<file path="config.mk">
export PLATFORM = sky130hd
export DESIGN_NAME = snoop_bus_arbiter_flat
export DESIGN_NICKNAME = d
export VERILOG_FILES = /design/src/rtl/snoop_bus_arbiter_if.sv /design/src/rtl/snoop_bus_arbiter.sv /design/src/flat_wrapper.sv
export SDC_FILE = /design/constraint.sdc
export NUM_CORES = 1
export LEC_CHECK = 0
export ABC_AREA = 1
export CAP_MARGIN = 5
export CORE_MARGIN = 8
export CORE_UTILIZATION = 44
export CTS_CLUSTER_DIAMETER = 120
export DETAILED_ROUTE_END_ITERATION = 10
export PLACE_DENSITY = 0.86
export REMOVE_ABC_BUFFERS = 1
export SETUP_SLACK_MARGIN = 0.5
export SLEW_MARGIN = 20
export SYNTH_ARGS = -nofsm -noshare
export SYNTH_HDL_FRONTEND = slang
export SYNTH_SLANG_ARGS = --single-unit
</file>
<file path="constraint.sdc">
create_clock -name clk -period 4.9 [get_ports clk]
set_input_delay 1.47 -clock clk [delete_from_list [all_inputs] [get_ports clk]]
set_output_delay 1.47 -clock clk [all_outputs]
set_load 0.005 [all_outputs]
</file>
<file path="src/rtl/snoop_bus_arbiter_if.sv">
// Coherence bus bundle between the per-core cache controllers and the snoop bus arbiter.
// The slave modport is the arbiter; the master modport is the core-side bench/cluster.
interface snoop_bus_arbiter_if #(
    parameter int NUM_CPU = 4,
    parameter int ADDR_W  = 11
);
    localparam int SRC_W = (NUM_CPU > 1) ? $clog2(NUM_CPU) : 1;

    logic [NUM_CPU-1:0]        read_miss;
    logic [NUM_CPU-1:0]        write_miss;
    logic [NUM_CPU-1:0]        invalidate;
    logic [NUM_CPU*ADDR_W-1:0] addr_in;
    logic [NUM_CPU-1:0]        search_found;

    logic [NUM_CPU-1:0]        grant;
    logic [ADDR_W-1:0]         addr_out;
    logic [NUM_CPU-1:0]        search;
    logic                      datasel;
    logic [SRC_W-1:0]          src_id;
    logic [NUM_CPU-1:0]        invalidate_tag;
    logic [NUM_CPU-1:0]        wback_dmem;
    logic [NUM_CPU-1:0]        invalidate_dmem;
    logic [NUM_CPU-1:0]        done;
    logic                      busy;

    modport slave (
        input  read_miss, write_miss, invalidate, addr_in, search_found,
        output grant, addr_out, search, datasel, src_id,
               invalidate_tag, wback_dmem, invalidate_dmem, done, busy
    );

    modport master (
        output read_miss, write_miss, invalidate, addr_in, search_found,
        input  grant, addr_out, search, datasel, src_id,
               invalidate_tag, wback_dmem, invalidate_dmem, done, busy
    );
endinterface

</file>
<file path="src/rtl/snoop_bus_arbiter.sv">
// Round-robin snoop bus arbiter for NUM_CPU private caches: read via peer forward or dmem,
// write-miss write-back, and upgrade invalidate. Optional counters under BUS_PERF_CNT_EN.
module snoop_bus_arbiter #(
    parameter int NUM_CPU  = 4,
    parameter int ADDR_W   = 11,
    parameter int MEM_LAT  = 4,
    parameter int XFER_CYC = 2
) (
    input  logic                clk,
    input  logic                rst_n,
    snoop_bus_arbiter_if.slave  bus
`ifdef BUS_PERF_CNT_EN
    ,
    output logic [15:0]         txn_cnt,
    output logic [15:0]         snoop_hit_cnt
`endif
);
    localparam int SRC_W   = (NUM_CPU > 1) ? $clog2(NUM_CPU) : 1;
    localparam int CNT_MAX = (MEM_LAT > XFER_CYC) ? MEM_LAT : XFER_CYC;
    localparam int CNT_W   = (CNT_MAX > 1) ? $clog2(CNT_MAX) : 1;

    localparam logic [2:0] S_IDLE       = 3'd0;
    localparam logic [2:0] S_SNOOP      = 3'd1;
    localparam logic [2:0] S_SNOOP_RSP  = 3'd2;
    localparam logic [2:0] S_XFER       = 3'd3;
    localparam logic [2:0] S_MEM_WAIT   = 3'd4;
    localparam logic [2:0] S_WRITE_MISS = 3'd5;
    localparam logic [2:0] S_INVAL      = 3'd6;

    logic [2:0]         state;
    logic [SRC_W-1:0]   rr_ptr;
    logic [SRC_W-1:0]   id;
    logic [SRC_W-1:0]   src_q;
    logic [ADDR_W-1:0]  addr_q;
    logic [CNT_W-1:0]   cnt;

    logic [NUM_CPU-1:0] req;
    logic [NUM_CPU-1:0] owner_oh;
    logic [NUM_CPU-1:0] hits;
    logic               win_found;
    logic [SRC_W-1:0]   win_id;
    logic [SRC_W-1:0]   hit_id;
    logic [SRC_W-1:0]   rr_next;

    assign req     = bus.read_miss | bus.write_miss | bus.invalidate;
    assign hits    = bus.search_found & ~owner_oh;
    assign rr_next = (id == SRC_W'(NUM_CPU - 1)) ? '0 : id + 1'b1;

    // Scan downward so the candidate closest to rr_ptr is the last (winning) assignment.
    // NOTE: every always_comb output gets a default first so no latch is inferred.
    always_comb begin
        win_found = 1'b0;
        win_id    = '0;
        hit_id    = '0;
        owner_oh  = '0;
        for (int k = NUM_CPU - 1; k >= 0; k--) begin
            if (req[SRC_W'((int'(rr_ptr) + k) % NUM_CPU)]) begin
                win_found = 1'b1;
                win_id    = SRC_W'((int'(rr_ptr) + k) % NUM_CPU);
            end
        end
        for (int i = NUM_CPU - 1; i >= 0; i--) begin
            if (hits[i]) hit_id = SRC_W'(i);
            owner_oh[i] = (id == SRC_W'(i));
        end
    end

    // NOTE: sequential state uses non-blocking assignments only, so every register sees
    // the pre-edge values of the others regardless of statement order.
    always_ff @(posedge clk or negedge rst_n) begin
        if (!rst_n) begin
            state  <= S_IDLE;
            rr_ptr <= '0;
            id     <= '0;
            src_q  <= '0;
            addr_q <= '0;
            cnt    <= '0;
        end else begin
            case (state)
                S_IDLE: begin
                    if (win_found) begin
                        id     <= win_id;
                        addr_q <= bus.addr_in[win_id*ADDR_W +: ADDR_W];
                        cnt    <= CNT_W'(MEM_LAT - 1);
                        if (bus.read_miss[win_id])
                            state <= (NUM_CPU == 1) ? S_MEM_WAIT : S_SNOOP;
                        else if (bus.write_miss[win_id])
                            state <= S_WRITE_MISS;
                        else
                            state <= S_INVAL;
                    end
                end
                S_SNOOP: state <= S_SNOOP_RSP;
                S_SNOOP_RSP: begin
                    if (|hits) begin
                        src_q <= hit_id;
                        cnt   <= CNT_W'(XFER_CYC - 1);
                        state <= S_XFER;
                    end else begin
                        cnt   <= CNT_W'(MEM_LAT - 1);
                        state <= S_MEM_WAIT;
                    end
                end
                S_XFER, S_MEM_WAIT: begin
                    if (cnt == '0) begin
                        rr_ptr <= rr_next;
                        state  <= S_IDLE;
                    end else begin
                        cnt <= cnt - 1'b1;
                    end
                end
                S_WRITE_MISS, S_INVAL: begin
                    rr_ptr <= rr_next;
                    state  <= S_IDLE;
                end
                default: state <= S_IDLE;
            endcase
        end
    end

    // Outputs are decoded from state only; the arbitration cycle itself drives nothing.
    always_comb begin
        bus.grant           = '0;
        bus.addr_out        = '0;
        bus.search          = '0;
        bus.datasel         = 1'b0;
        bus.src_id          = '0;
        bus.invalidate_tag  = '0;
        bus.wback_dmem      = '0;
        bus.invalidate_dmem = '0;
        bus.done            = '0;
        bus.busy            = (state != S_IDLE);
        if (state != S_IDLE) begin
            bus.grant    = owner_oh;
            bus.addr_out = addr_q;
        end
        case (state)
            S_SNOOP: bus.search = ~owner_oh;
            S_XFER: begin
                bus.datasel = 1'b1;
                bus.src_id  = src_q;
                if (cnt == '0) bus.done = owner_oh;
            end
            S_MEM_WAIT: if (cnt == '0) bus.done = owner_oh;
            S_WRITE_MISS: begin
                bus.invalidate_tag = ~owner_oh;
                bus.wback_dmem     = owner_oh;
                bus.done           = owner_oh;
            end
            S_INVAL: begin
                bus.invalidate_tag  = ~owner_oh;
                bus.invalidate_dmem = owner_oh;
                bus.done            = owner_oh;
            end
            default: ;
        endcase
    end

`ifdef BUS_PERF_CNT_EN
    always_ff @(posedge clk or negedge rst_n) begin
        if (!rst_n) begin
            txn_cnt       <= '0;
            snoop_hit_cnt <= '0;
        end else begin
            if (|bus.done && txn_cnt != 16'hFFFF)
                txn_cnt <= txn_cnt + 1'b1;
            if (state == S_SNOOP_RSP && |hits && snoop_hit_cnt != 16'hFFFF)
                snoop_hit_cnt <= snoop_hit_cnt + 1'b1;
        end
    end
`endif
endmodule

</file>
<file path="src/flat_wrapper.sv">
// flat-port wrapper written by rule: the top's interface ports become plain ports
module snoop_bus_arbiter_flat 
#(
    parameter int NUM_CPU  = 4,
    parameter int ADDR_W   = 11,
    parameter int MEM_LAT  = 4,
    parameter int XFER_CYC = 2
)
  (clk, rst_n, bus_read_miss, bus_write_miss, bus_invalidate, bus_addr_in, bus_search_found, bus_grant, bus_addr_out, bus_search, bus_datasel, bus_src_id, bus_invalidate_tag, bus_wback_dmem, bus_invalidate_dmem, bus_done, bus_busy);
  snoop_bus_arbiter_if #(.NUM_CPU(NUM_CPU), .ADDR_W(ADDR_W)) bus_i ();
  input  logic clk;
  input  logic rst_n;
  input wire logic [$bits(bus_i.read_miss)-1:0] bus_read_miss;
  input wire logic [$bits(bus_i.write_miss)-1:0] bus_write_miss;
  input wire logic [$bits(bus_i.invalidate)-1:0] bus_invalidate;
  input wire logic [$bits(bus_i.addr_in)-1:0] bus_addr_in;
  input wire logic [$bits(bus_i.search_found)-1:0] bus_search_found;
  output wire logic [$bits(bus_i.grant)-1:0] bus_grant;
  output wire logic [$bits(bus_i.addr_out)-1:0] bus_addr_out;
  output wire logic [$bits(bus_i.search)-1:0] bus_search;
  output wire logic [$bits(bus_i.datasel)-1:0] bus_datasel;
  output wire logic [$bits(bus_i.src_id)-1:0] bus_src_id;
  output wire logic [$bits(bus_i.invalidate_tag)-1:0] bus_invalidate_tag;
  output wire logic [$bits(bus_i.wback_dmem)-1:0] bus_wback_dmem;
  output wire logic [$bits(bus_i.invalidate_dmem)-1:0] bus_invalidate_dmem;
  output wire logic [$bits(bus_i.done)-1:0] bus_done;
  output wire logic [$bits(bus_i.busy)-1:0] bus_busy;
  assign bus_i.read_miss = bus_read_miss;
  assign bus_i.write_miss = bus_write_miss;
  assign bus_i.invalidate = bus_invalidate;
  assign bus_i.addr_in = bus_addr_in;
  assign bus_i.search_found = bus_search_found;
  assign bus_grant = bus_i.grant;
  assign bus_addr_out = bus_i.addr_out;
  assign bus_search = bus_i.search;
  assign bus_datasel = bus_i.datasel;
  assign bus_src_id = bus_i.src_id;
  assign bus_invalidate_tag = bus_i.invalidate_tag;
  assign bus_wback_dmem = bus_i.wback_dmem;
  assign bus_invalidate_dmem = bus_i.invalidate_dmem;
  assign bus_done = bus_i.done;
  assign bus_busy = bus_i.busy;
  snoop_bus_arbiter #(.NUM_CPU(NUM_CPU), .ADDR_W(ADDR_W), .MEM_LAT(MEM_LAT), .XFER_CYC(XFER_CYC)) u_core (.clk(clk), .rst_n(rst_n), .bus(bus_i));
endmodule
</file>
==> results.py, run 1 <==
metrics = {
    "finish": {
        "utilization": 0.702,
        "fin_nets": 479,
        "drive_gt1_frac": 0.0827,
        "antenna_cells": 0,
        "syn2layout_area_growth_pct": 54.6,
    },
    "critical_path": {
        "ff2ff_path_depth": 7,
        "crit_path_start": "u_core.state[2]",
        "critPathMaxFanout": 20,
        "path_class": "reg -> out",
        "critPathRequiredTime_ps": 3430,
        "r2r_end": "u_core.addr_q[7]",
        "r2r_setup_slack_ps": 2530,
        "end_kind": "output pin",
        "timing.rr.start": "u_core.state[2]",
        "arrival_ps": 2120,
        "startpoint_type": "register",
    },
    "timing": {
        "max_freq_mhz": 278,
        "slew_headroom": 0.531,
        "fin_ws_ps": 1310,
        "fin_worst_skew_ps": 4.45,
        "fin_hold_ws_ps": 501,
        "tns_ps": 0,
        "tightest_slew_ps": 703,
        "rsz0062_at_grt": "false",
        "setup_viol": 0,
        "period_minus_slack_ps": 3590,
        "finalHoldViolations": 0,
        "final_max_slew_viol_count": 0,
        "layout_worst_path_cycle_share": 0.733,
    },
    "clock_tree": {
        "postCtsSetupBuffers": 0,
        "cts_buffers": 3,
        "cts_hold_buf": 0,
        "clk-insertion-delay-late_ps": 260,
        "clk_transition_reported_paths_ps": 90,
        "clockBufferDepth": 2,
        "numClockSinks": 22,
        "cts-root-buf": "clkbuf_8",
        "cts_tree": "yes",
        "cts.repair.resized": 0,
        "htree_levels": 1,
    },
    "routing": {
        "drt_first_pass_iters": 4,
        "via_per_inst": 5.13,
        "vias": 2376,
        "wl_per_cell_um": 14.0,
        "routed_wl_mm": 6.49,
        "postRouteAntennaNets": 0,
        "drc": 0,
        "drtIter0Drc": 125,
    },
    "grt": {
        "antenna_found_initial": 0,
        "grt.total_usage": 0.190,
        "use_met3": 0.0850,
        "top_usage_layer": "met2",
        "grt_pass1_vias": 2548,
        "gr-usage-met1": 0.218,
        "grt-ovfl-total": 0,
        "grtUsageMet2": 0.312,
        "grt_max_degree": 29,
        "grt_pass1_wl_mm": 11.4,
    },
    "floorplan": {
        "dieArea_um2": 6890,
        "start_util": 0.454,
        "die_x_um": 83.0,
        "ioPinCount": 101,
        "die_y_um": 83.0,
        "coreArea_um2": 4350,
        "row_count": 24,
    },
    "placed_design": {
        "hpwlAfterDp_mm": 5.31,
        "pre_cts_ws_ps": 1290,
        "portBuffers": 100,
        "gp_congestion": 0.955,
    },
    "status": {
        "outcome": "complete, no violations",
    },
    "yosys": {
        "synth_seq_cells": 22,
        "ys_seq_area_frac": 0.278,
        "synth_xor_area_frac": 0,
        "synthAdderAreaFrac": 0.0316,
        "synth_compound_area_frac": 0.173,
        "synth_top_family_by_area": "simple AND/OR/NAND/NOR gates",
        "synthMuxAreaShare": 0,
        "yosys_warnings": 0,
        "ys_types": 28,
        "synth_cells": 314,
        "syn_area_per_cell_um2": 6.30,
        "synth_edf_count": 0,
        "ys_async_sr_fraction": 1.00,
        "synth-simple-area-share": 0.400,
        "synth_flop_cell": "dfrtp_1",
        "synth_area_um2": 1980,
    },
    "pwr": {
        "p_switching_uw": 934,
        "power_frac_seq": 0.178,
        "power.density_nw_per_um2": 614,
        "p_int_uw": 943,
        "ir_worst_vdd_v": 0.000386,
        "power.total_mw": 1.88,
        "switching_share": 0.497,
        "p_leak_nw": 1.42,
        "power_frac_clock": 0.091,
        "p_comb_frac": 0.730,
    },
    "hold_path": {
        "hold_start": "u_core.addr_q[7]",
        "whs_endpoint": "u_core.addr_q[7]",
        "worstHoldPathType": "reg -> reg",
        "hold_depth": 2,
    },
    "run": {
        "drv_cap": 0,
    },
}
-- power by group through the flow --
stage | Sequential (mW) | Clock, mW | Combinational, mW
final | 0.335 | 0.171 | 1.37
after global routing | 0.348 | 0.184 | 1.55
after CTS | 0.335 | 0.173 | 1.38
after detailed placement | 0.338 | 0 | 1.37
after global placement | 0.334 | 0 | 1.34
after floorplan | 0.321 | 0 | 0.882
-- sequential cells by signal, indices dropped and copies added (netlist names) --
signal,cells
u_core.cnt,2
u_core.id,2
u_core.addr_q,11
u_core.src_q,2
u_core.rr_ptr,2
u_core.state,3
-- metrics by stage --
step,std cells,area (µm²)
finish,463,3060
detailed placement,459,2990
CTS,463,3060
global route,463,3060
global placement,459,2990
floorplan,307,1920
-- worst max-delay path, cell delays in order, from the launching register on --
cell and delay (ps):
dfrtp_1 460, inv_1 170, nand2_1 100, inv_1 530, nor2_1 100, clkdlybuf4s50_1 500
-- worst max-delay path by stage --
| stage | endpoint | slack (ps) |
|---|---|---|
| 6_report | bus_addr_out[8] | 1310 |
| 3_5_place_dp | u_core.addr_q[6] | 1290 |
| 2_1_floorplan | u_core.addr_q[6] | 2000 |
| 4_1_cts | bus_addr_out[8] | 1290 |
| 3_3_place_gp | u_core.addr_q[9] | 1360 |
| 5_1_grt | bus_done[0] | 1100 |
-- final cells by class --
class                   instances  area [µm²]
flip-flops and latches         22         551
repair buffers                100         996
clock inverters                 1        30.0
inverters                      46         178
multi-input cells             239        1190
well taps                      52        65.1
fillers                       376        1300
clock buffers                   3        41.3
-- cell usage in the layout, fill, tap and decap left out --
master | netlist | routed
a211oi_1 | 1 | 1
a21oi_1 | 4 | 4
a21oi_2 | 1 | 1
a21oi_4 | 1 | 1
buf_2 | 1 | 1
bufinv_16 | 0 | 1
clkbuf_8 | 0 | 3
clkdlybuf4s50_1 | 0 | 99
dfrtp_1 | 22 | 22
ha_1 | 5 | 5
inv_1 | 41 | 41
inv_2 | 3 | 3
inv_4 | 2 | 2
nand2_1 | 61 | 61
nand2_2 | 5 | 5
nand2_4 | 3 | 3
nand3_1 | 21 | 21
nand3_2 | 7 | 7
nand4_1 | 1 | 1
nor2_1 | 78 | 78
nor3_1 | 3 | 3
nor3b_1 | 1 | 1
o2111ai_1 | 1 | 1
o21ai_0 | 18 | 18
o21ai_1 | 10 | 10
o21ai_2 | 7 | 7
o221ai_1 | 4 | 4
o22ai_1 | 7 | 7
-- cells by family after synthesis --
logic type,count (synthesis)
adders and majority gates,5
and+or+nand+nor,180
buffers and inverters,53
DFF,22
AOI/OAI and AO/OA,54
-- synthesized netlist by cell type, types with 5 or more instances --
cell | count | area (µm²)
ha_1 | 5 | 62.6
nand3_2 | 7 | 70.1
inv_1 | 41 | 154
nand2_1 | 61 | 229
o21ai_1 | 10 | 50.1
nand3_1 | 21 | 105
o21ai_2 | 7 | 61.3
o22ai_1 | 7 | 43.8
dfrtp_1 | 22 | 551
nand2_2 | 5 | 31.3
o21ai_0 | 18 | 90.1
nor2_1 | 78 | 293
-- metal layers --
| metal | share of wire | routed length, µm | vias to the layer above |
|---|---|---|---|
| li1 | - | - | 1205 |
| met1 | 0.43 | 2780 | 1056 |
| met2 | 0.46 | 2960 | 105 |
| met3 | 0.10 | 676 | 10 |
| met4 | 0.012 | 77 | 0 |
| met5 | 0 | 0 | - |
No activity file was read; power rests on OpenSTA's default activity.
==> inputs of run 2 (changes only) <==
CORE_UTILIZATION = 40   (was 44)
PLACE_DENSITY = 0.8   (was 0.86)
clock period = 3.4 ns   (was 4.9 ns; I/O delays follow)
==> run 2 against run 1 <==
Effect of this change:
- combinational power up 61%
- wire length rose by 4.4%
- clock skew shrank 3.3 ps
- critical path depth is 3 higher
- register-to-register slack got worse by 1200 ps
- via count is 1.1% higher
- final cell count grew 5.2%
- clock power increased by 49%
- largest power group unchanged
- highest routed layer unchanged
==> results.py, run 2 (same netlist as run 1, synthesis figures left out) <==
metrics = {
    "placed_design": {
        "hpwlAfterDp_mm": 5.34,
        "gp_congestion": 0.880,
        "dp_cells": 476,
        "portBuffers": 100,
    },
    "finish": {
        "largest-register": "u_core.addr_q",
        "utilization": 0.690,
        "multi_input_area_um2": 1280,
        "final_cells": 487,
        "antenna_cells": 0,
        "fin_nets": 488,
        "largest_register_ffs": 11,
        "syn2layout_area_growth_pct": 65.9,
        "reg_top3": "u_core.addr_q x11, u_core.state x3",
        "regArea_um2": 554,
        "fillers": 435,
        "final_common_cell": "clkdlybuf4s50_1",
        "drive_gt1_frac": 0.148,
        "final_cell_mix": "clkdlybuf4s50_1 (92), nor2_1 (71), nand2_1 (59)",
    },
    "timing": {
        "slew_headroom": 0.787,
        "finalHoldViolations": 0,
        "layout_worst_path_cycle_share": 0.859,
        "tightest_slew_ps": 317,
        "fin_worst_skew_ps": 1.18,
        "final_max_slew_viol_count": 0,
        "max_freq_mhz": 342,
        "setup_viol": 0,
        "tns_ps": 0,
        "rsz0062_at_grt": "true",
        "period_minus_slack_ps": 2920,
    },
    "grt": {
        "grt-ovfl-total": 0,
        "grt_pass1_wl_mm": 10.7,
        "grt_max_degree": 29,
        "grt_pass1_vias": 2482,
        "antenna_found_initial": 0,
        "grt.total_usage": 0.176,
    },
    "pwr": {
        "p_leak_nw": 1.60,
        "power.density_nw_per_um2": 897,
        "power.total_mw": 2.94,
        "ir_worst_vdd_v": 0.000388,
    },
    "floorplan": {
        "die_x_um": 86.3,
        "row_count": 25,
        "coreArea_um2": 4750,
        "dieArea_um2": 7450,
        "die_y_um": 86.3,
        "start_util": 0.416,
        "ioPinCount": 101,
    },
    "clock_tree": {
        "cts_hold_buf": 0,
        "clockBufferDepth": 2,
        "cts_tree": "yes",
        "numClockSinks": 22,
        "clk_transition_reported_paths_ps": 90,
        "clk-insertion-delay-late_ps": 270,
        "cts_buffers": 3,
        "htree_levels": 1,
        "cts-root-buf": "clkbuf_8",
    },
    "critical_path": {
        "startpoint_type": "register",
        "end_kind": "output pin",
        "critPathMaxFanout": 5,
        "slowest_stage": "clkdlybuf4s50_1",
        "critPathRequiredTime_ps": 2380,
        "arrival_ps": 1900,
        "worstPathCellList": "nor2_4, nor2_1, a21oi_2, inv_2, nor2_4, nor2_4, nor2_1, clkdlybuf4s50_1",
        "slowest_delay_ps": 510,
        "path_class": "reg -> out",
        "critical_path.most_common_cell": "nor2_4",
    },
    "status": {
        "outcome": "complete, no violations",
    },
    "routing": {
        "drc": 0,
        "via_per_inst": 4.93,
        "drtIter0Drc": 101,
        "postRouteAntennaNets": 0,
        "routed_wl_mm": 6.77,
        "wl_per_cell_um": 13.9,
        "drt_first_pass_iters": 5,
        "vias": 2401,
    },
    "hold_path": {
        "worstHoldPathType": "reg -> reg",
    },
    "run": {
        "drv_cap": 0,
    },
}
-- run 2: cell count changes in the layout (fill, tap and decap cells not counted), moves of 3 or more --
cell / delta
buf_4: +7
clkdlybuf4s50_1: -7
dlymetal6s2s_1: +7
nor2_1: -7
nor2_4: +5
inv_1: -4
dfrtp_1: -3
dfrtp_2: +3
inv_2: +3
nand3_1: -3
-- run 2: final cells by class --
type | count | area share
clock buffers | 3 | 0.0126
clock inverters | 1 | 0.00915
inverters | 46 | 0.0561
multi-input cells | 239 | 0.389
flip-flops and latches | 22 | 0.169
well taps | 67 | 0.0256
repair buffers | 109 | 0.338
-- run 2: final timing paths --
check | slack (ps) | endpoint | depth (start not counted) | startpoint
max | 480 | bus_done[1] | 8 | u_core.state[1]
min | 510 | u_core.addr_q[10] | 2 | u_core.addr_q[10]
max reg2reg | 1280 | u_core.addr_q[9] | 14 | u_core.rr_ptr[0]
min reg2reg | 510 | u_core.addr_q[10] | 2 | u_core.addr_q[10]
max in group asynchronous | 2050 | u_core.state[1] | 2 | rst_n
min in group asynchronous | 1100 | u_core.src_q[1] | 2 | rst_n
-- run 2: stage by stage --
step / setup WS, ps / hold slack (ps) / instance area (µm²)
CTS: 432 / 511 / 3130
detailed placement: 229 / 486 / 3020
floorplan: 945 / 456 / 1920
global placement: 308 / 481 / 3020
global route: 361 / 545 / 3280
finish: 480 / 509 / 3280
-- run 2: power by group --
group / internal [mW] / switching [mW]
combinational: 0.941 / 1.26
clock: 0.157 / 0.0967
sequential: 0.399 / 0.0921
-- run 2: repair_timing --
item,CTS,global route
pin swaps,0,3
setup buffers,2,5
resized for setup,7,29
endpoints found under the setup margin,20,37
-- run 2: per-layer routing --
layer	vias to the layer above	GRT usage	part of all wire
li1	1223	-	-
met1	1077	0.195	0.45
met2	96	0.316	0.46
met3	5	0.0567	0.078
met4	0	0.0454	0.0068
met5	-	0	0
-- run 2: critical path, delay by kind of cell, from the launching register on --
family / cells / cell delay [ps]
compound gates: 1 / 130
flops: 1 / 460
buf+inv: 2 / 580
simple gates: 5 / 450
